[src/rtl/sram_pkg.sv]
// Shared constants and FSM state type for the SRAM frame-write pixel packer.
package sram_pkg;

  localparam int DEFAULT_COLOR_WIDTH = 4;
  localparam int DEFAULT_DATA_WIDTH  = 16;
  localparam int DEFAULT_ADDR_WIDTH  = 20;
  localparam int DEFAULT_FRAME_WORDS = 76800;

  typedef enum logic [1:0] {
    IDLE,
    RUN,
    FLUSH,
    DONE
  } packer_state_e;

  // Counter width that stays legal when only one slot exists
  function automatic int count_width(input int n);
    return (n > 1) ? $clog2(n) : 1;
  endfunction

endpackage

[src/rtl/pixel_shift_accum.sv]
// Shift accumulator and slot counter; presents the left-aligned word that
// completes on the current push.
module pixel_shift_accum
  import sram_pkg::*;
#(
  parameter int COLOR_WIDTH    = DEFAULT_COLOR_WIDTH,
  parameter int DATA_WIDTH     = DEFAULT_DATA_WIDTH,
  parameter int PIXEL_PER_ADDR = DEFAULT_DATA_WIDTH / DEFAULT_COLOR_WIDTH
) (
  input  logic                   i_clk,
  input  logic                   i_rst_n,
  input  logic                   init,
  input  logic                   push,
  input  logic                   last,
  input  logic [COLOR_WIDTH-1:0] color,
  output logic [DATA_WIDTH-1:0]  word,
  output logic                   full,
  output logic                   clear
);

  localparam int CNT_W = count_width(PIXEL_PER_ADDR);
  localparam int SH_W  = $clog2(DATA_WIDTH) + 1;

  logic [DATA_WIDTH-1:0] acc;
  logic [DATA_WIDTH-1:0] shifted;
  logic [CNT_W-1:0]      count;
  logic [SH_W-1:0]       shamt;

  // Pixels collect right-aligned; a short word is pushed up so the first pixel lands in the MSBs
  always_comb begin
    shifted = (acc << COLOR_WIDTH) | DATA_WIDTH'(color);
    shamt   = SH_W'((PIXEL_PER_ADDR - 1 - int'(count)) * COLOR_WIDTH);
    word    = shifted << shamt;
  end

  assign full  = push && (last || (count == CNT_W'(PIXEL_PER_ADDR - 1)));
  assign clear = (count == '0);

  always_ff @(posedge i_clk or negedge i_rst_n) begin
    if (!i_rst_n) begin
      acc   <= '0;
      count <= '0;
    end else if (init || full) begin
      acc   <= '0;
      count <= '0;
    end else if (push) begin
      acc   <= shifted;
      count <= count + CNT_W'(1);
    end
  end

endmodule

[src/rtl/sram_pixel_packer.sv]
// Packs encoded pixels into SRAM words and issues them with sequential,
// wrapping addresses over a bounded frame region.
module sram_pixel_packer
  import sram_pkg::*;
#(
  parameter int          COLOR_WIDTH = DEFAULT_COLOR_WIDTH,
  parameter int          DATA_WIDTH  = DEFAULT_DATA_WIDTH,
  parameter int          ADDR_WIDTH  = DEFAULT_ADDR_WIDTH,
  parameter int unsigned BASE_ADDR   = 0,
  parameter int unsigned FRAME_WORDS = DEFAULT_FRAME_WORDS
) (
  input  logic                   i_clk,
  input  logic                   i_rst_n,
  input  logic                   i_start,
  input  logic                   i_pix_valid,
  output logic                   o_pix_ready,
  input  logic [COLOR_WIDTH-1:0] i_pix_color,
  input  logic                   i_pix_last,
  output logic                   o_wr_valid,
  input  logic                   i_wr_ready,
  output logic [ADDR_WIDTH-1:0]  o_wr_addr,
  output logic [DATA_WIDTH-1:0]  o_wr_data,
  output logic                   o_busy,
  output logic                   o_frame_done,
  output logic                   o_wrap
);

  localparam int PIXEL_PER_ADDR = DATA_WIDTH / COLOR_WIDTH;
  localparam logic [ADDR_WIDTH-1:0] FIRST_ADDR = ADDR_WIDTH'(BASE_ADDR);
  localparam logic [ADDR_WIDTH-1:0] LAST_ADDR  = ADDR_WIDTH'(BASE_ADDR + FRAME_WORDS - 1);

  packer_state_e         state;
  logic                  pix_fire;
  logic                  wr_fire;
  logic                  acc_init;
  logic                  acc_full;
  logic                  acc_clear;
  logic [DATA_WIDTH-1:0] acc_word;

  // A pixel may enter only when the output register is free or draining this cycle
  assign o_pix_ready  = (state == RUN) && (!o_wr_valid || i_wr_ready);
  assign pix_fire     = i_pix_valid && o_pix_ready;
  assign wr_fire      = o_wr_valid && i_wr_ready;
  assign acc_init     = (state == IDLE) && i_start;
  assign o_busy       = (state != IDLE);
  assign o_frame_done = (state == DONE);

  pixel_shift_accum #(
    .COLOR_WIDTH    (COLOR_WIDTH),
    .DATA_WIDTH     (DATA_WIDTH),
    .PIXEL_PER_ADDR (PIXEL_PER_ADDR)
  ) u_accum (
    .i_clk   (i_clk),
    .i_rst_n (i_rst_n),
    .init    (acc_init),
    .push    (pix_fire),
    .last    (i_pix_last),
    .color   (i_pix_color),
    .word    (acc_word),
    .full    (acc_full),
    .clear   (acc_clear)
  );

  always_ff @(posedge i_clk or negedge i_rst_n) begin
    if (!i_rst_n) begin
      state      <= IDLE;
      o_wr_valid <= 1'b0;
      o_wr_addr  <= FIRST_ADDR;
      o_wr_data  <= '0;
      o_wrap     <= 1'b0;
    end else begin
      o_wrap <= 1'b0;

      case (state)
        IDLE: begin
          if (i_start) begin
            state     <= RUN;
            o_wr_addr <= FIRST_ADDR;
          end
        end
        RUN: begin
          if (pix_fire && i_pix_last) state <= FLUSH;
        end
        FLUSH: begin
          if (acc_clear && (!o_wr_valid || i_wr_ready)) state <= DONE;
        end
        DONE: begin
          state <= IDLE;
        end
        default: begin
          state <= IDLE;
        end
      endcase

      // The address always names the word currently held, so it advances only after a write
      if (wr_fire) begin
        if (o_wr_addr == LAST_ADDR) begin
          o_wr_addr <= FIRST_ADDR;
          o_wrap    <= 1'b1;
        end else begin
          o_wr_addr <= o_wr_addr + ADDR_WIDTH'(1);
        end
      end

      if (acc_full) begin
        o_wr_data  <= acc_word;
        o_wr_valid <= 1'b1;
      end else if (wr_fire) begin
        o_wr_valid <= 1'b0;
      end
    end
  end

endmodule

[config.mk]
export PLATFORM = sky130hd
export DESIGN_NAME = sram_pixel_packer
export DESIGN_NICKNAME = d
export VERILOG_FILES = /design/src/rtl/sram_pkg.sv /design/src/rtl/pixel_shift_accum.sv /design/src/rtl/sram_pixel_packer.sv
export SDC_FILE = /design/constraint.sdc
export NUM_CORES = 1
export LEC_CHECK = 0
export BUFFER_PORTS_ARGS = -buffer_cell sky130_fd_sc_hd__buf_2
export CAP_MARGIN = 10
export CORE_AREA = 2 2 75 84
export CTS_CLUSTER_DIAMETER = 60
export CTS_CLUSTER_SIZE = 28
export DETAILED_ROUTE_END_ITERATION = 7
export DIE_AREA = 0 0 77 86
export GPL_TIMING_DRIVEN = 0
export PLACE_DENSITY = 0.74
export SETUP_SLACK_MARGIN = 0.3
export SLEW_MARGIN = 20
export SYNTH_ARGS = -nofsm -noshare
export SYNTH_HDL_FRONTEND = slang
export SYNTH_SLANG_ARGS = --single-unit
[constraint.sdc]
create_clock -name i_clk -period 1.7 [get_ports i_clk]
set_input_delay 0.51 -clock i_clk [delete_from_list [all_inputs] [get_ports i_clk]]
set_output_delay 0.51 -clock i_clk [all_outputs]
set_load 0.01 [all_outputs]
==> metrics list <==
- Each instance of the synthesized netlist takes up on average 9.95 sq um.
* Top-area cell type share of the netlist area: 48.1%
* Relative max-transition margin: 53.2%
- Number of global-route vias before repair: 2976
- Reg2Reg Launch Point: o_wr_addr[5]$_DFFE_PN0P_
- The worst setup path is captured at a flop.
- Antenna-violating nets left: 0
* Chip Width: ~77 um
- Of the total power, the clock network draws 15.4%.
- The floorplan step defined a die boundary enclosing 6620 sq um.
* Number of antenna violations at the first check in global routing: 0
- For the pin with the worst max-slew slack, the measured transition is 0.701 ns.
- Routability Congestion: 0.879
- Share of total power consumed by net switching: 37.5%
- After Yosys synthesis, and, or, nand and nor cells account for 17.2% of the synthesized area.
* Post-DR wirelength/cell: 23.5 um
* Net switching power: 0.00222 W
* Top cell type by total area after synthesis: dfrtp_1
- The worst path uses 108% of the clock period.
- Synth area leaders: dfrtp_1 (48%), a22o_1 (5.0%), nand2_1 (4.5%)
* R2r endpoint: o_wr_addr[18]$_DFFE_PN0P_
- The worst register-to-register path has a setup slack of -0.13 ns.
- Number of hold buffers added after cts: 0
* Type of the tightest min-delay check: in -> async
- CTS H-tree depth: 2
* Clock tree from TritonCTS: yes
- Initial cell density of the core: 49.0%
* Pleak: 2.20 nW
* Clock latency of the later-clocked register in the worst-skew pair: 0.31 ns
* Xor/xnor cell area share of the yosys netlist: 0%
* Async set-or-reset flop fraction in the synthesized netlist: 100%
* Standard-cell rows: 29
- Number of cell instances on the worst register-to-register path: 4
- CTS root buffer: clkbuf_8
- After the first detailed-routing iteration, the DRC count stood at 315.
- The clock passes through at most 2 buffers.
- Critical Path Fanout Max: 7
- Setup crit start: o_wr_addr[5]$_DFFE_PN0P_
* Setup repair after global routing missed its margin: true
- The design draws 0.00591 W.
- Total setup violations reported at the end of the flow: 9
- In this run the cell area measured after placement is 3320 sq um.
- Summing the areas of all fa, ha and maj instances in the mapped netlist gives between 3 and 4% of the synthesized area.
- The tool flagged a number of max-cap violations equal to 0.
- The final reports fail on setup timing.
* Int Power: 0.00369 W
- Fmax: 546 MHz
- Number of nets in the finished design: 433
- Post-Layout Inst Area: 4820 sq um
- Sequential share of power: 30.4%
- Buffers inserted during clock tree synthesis total 5.
* Worst hold slack: approximately 0.21 ns
- Share of the core filled with cells in the final layout: 84.1%
- Synth Cell Area: ~2800 sq um
- The final-report max-slew violation count came to 0.
- Drt first pass iters: 5
- Data required time at the worst endpoint: 1.93 ns
- Number of clock sinks: 54
- Share of cells above drive strength 1: 60.1%
* Non-filler instance count after layout: ~490
* Number of endpoints with negative hold slack in the final report: 0
- Number of synthesized register bits: 54
* Result of the run: finished with violations
- Aggregate global routing overflow: 0
* Total length of routed wires: 11600 um
- Synthesized net count: ~300
* Area fraction in compound gates after synthesis: 21.9%
* Via density per instance: between 6 and 7
- The critical path in this run is classified as reg -> reg.
- Compared with the post-synthesis result, the final layout area differs by 71.8%.
* Commonest register cell after synthesis: dfrtp_1
* Core Region: 5730 sq um
* Number of buffers inserted by port buffering: 50
* Post-Syn Instances: 282
* Type of element launching the critical path: flop
* Proportion of synthesized area in mux cells: around 5.3%
- In this run, placement finished with an instance count of 409.
- GRT Util Overall: between 20% and 30%
- Detail Placement HPWL: between 4000 and 5000 um
- Worst-case vdd ir drop: 0.986 mV
- Number of diodes: 0
- Sequential fraction of the synthesis area: 48.1%
- Crit path time final: 1.83 ns
* Total via count after detailed routing: 3200
- Yosys printed 0 warnings.
- Die Ht: 86 um
- Number of remaining DRC errors: 0
- After clock tree synthesis, the clock-pin slew on the worst setup and hold paths is between 0.1 and 0.15 ns.
* I/O pins: between 50 and 60
- P per Cell Area: 1220 nW/um^2
- Across the routed clock network, the largest skew measured is 0.0160 ns.
- Counting flops with a built-in enable in the synthesized netlist gives 0.
* Largest family of logic cells by synthesized area: compound AO/OA/AOI/OAI gates
* Number of unique standard cell types used by synthesis: 48
* Critical Path AT: around 2.1 ns
- Worst Slack Setup Final: -0.133 ns
- First-pass GRT wire length: 15300 um
- Of the total power, combinational logic draws between 50% and 60%.
* Maximum number of pins on one net before global-route repair: 55
cells in the final DEF, fill, tap and decap left out, types with 6 or more instances in the layout:
| cell | count |
|---|---|
| buf_2 | 31 |
| dfrtp_1 | 37 |
| buf_8 | 6 |
| nand3_1 | 12 |
| clkbuf_8 | 14 |
| o211ai_1 | 7 |
| nand4_1 | 8 |
| a22o_1 | 16 |
| dfrtp_2 | 17 |
| ha_4 | 6 |
| nand2_2 | 12 |
| a21oi_1 | 6 |
| o21ai_2 | 7 |
| buf_4 | 43 |
| nor2_1 | 9 |
| nand2_1 | 19 |
| o21ai_1 | 8 |
| mux2i_1 | 8 |
| buf_6 | 53 |
how the worst max path moves through the flow:
stage | depth (start not counted) | slack, ns | end
2_1_floorplan | 5 | -0.05 | o_wr_addr[16]$_DFFE_PN0P_
3_3_place_gp | 6 | -0.25 | o_wr_addr[14]$_DFFE_PN0P_
3_5_place_dp | 6 | -0.28 | o_wr_addr[11]$_DFFE_PN0P_
4_1_cts | 5 | -0.07 | o_wr_addr[16]$_DFFE_PN0P_
5_1_grt | 4 | -0.19 | o_wr_addr[18]$_DFFE_PN0P_
6_report | 4 | -0.13 | o_wr_addr[18]$_DFFE_PN0P_
repair_timing:
action	in CTS	in global routing
setup buffers	48	26
cloned	2	1
resized for setup	138	59
pin swaps	35	23
endpoints found under the setup margin	76	77
registers in the layout (all words and copies together) (netlist names):
signal / cells
u_accum.acc: 12
u_accum.count: 2
o_wrap: 1
state: 2
o_wr_valid: 1
o_wr_data: 16
o_wr_addr: 20
metal layers:
metal  share of wire [%]  up-vias  GRT usage [%]  wire [um]
li1                    -     1328              -          -
met1                  35     1554           33.2       4020
met2                  51      238           53.6       5900
met3                 6.8       80           5.26        783
met4                 7.5        0           15.6        863
met5                   0        -              0          0
cells by family (layout without fill, tap and decap cells):
family	after synthesis	count (layout)
compound gates	86	86
fa+ha+maj	7	7
buf+inv	28	162
flops	54	54
mux	14	14
simple gates	93	93
per-stage QoR:
stage / TNS, ns / worst slack (ns)
6_report: -0.400 / -0.133
5_1_grt: -1.36 / -0.192
4_1_cts: -0.133 / -0.0696
3_5_place_dp: -4.26 / -0.277
3_3_place_gp: -3.58 / -0.254
2_1_floorplan: -0.263 / -0.0539
Yosys cell counts, types with 2 or more instances:
cell type and number:
a211oi_1 4, a31oi_1 5, and2_1 2, a21boi_0 2, buf_6 2, nand4_1 8
o2111ai_1 2, mux2_2 6, a21oi_1 8, o31ai_1 9, nand2_1 34, clkbuf_1 12
a22o_1 16, o21ai_0 18, a31o_2 5, and3_1 2, mux2i_1 8, dfrtp_1 54
nand2b_1 2, nor2_1 11, buf_2 2, nor4_1 4, a22oi_1 2, inv_1 10
ha_1 7, or4_1 2, nor4b_1 2, nand3_1 14, buf_1 2, nor2b_1 3
o211ai_1 7
layout make-up:
| cell class | count | area, sq um |
|---|---|---|
| plain buffers | 18 | 244 |
| clock inverters | 1 | 30.0 |
| fillers | 286 | 911 |
| repair buffers | 127 | 1120 |
| inverters | 10 | 45.0 |
| flip-flops and latches | 54 | 1370 |
| well taps | 77 | 96.3 |
| multi-input cells | 200 | 1830 |
| clock buffers | 6 | 82.6 |
power groups by stage:
stage / Clock (W) / Sequential, W / Combinational, W
floorplan: 0 / 0.00182 / 0.00106
global placement: 0 / 0.00179 / 0.00156
detailed placement: 0 / 0.00180 / 0.00160
CTS: 0.000912 / 0.00175 / 0.00253
global route: 0.000970 / 0.00181 / 0.00336
finish: 0.000908 / 0.00180 / 0.00320
critical path, cell delays in order, from the launching register on:
cell and delay, ns:
dfrtp_2 0.46, nand4_4 0.14, or4_4 0.59, or4_4 0.44, o211ai_1 0.12
No activity file was read; power rests on OpenSTA's default activity.
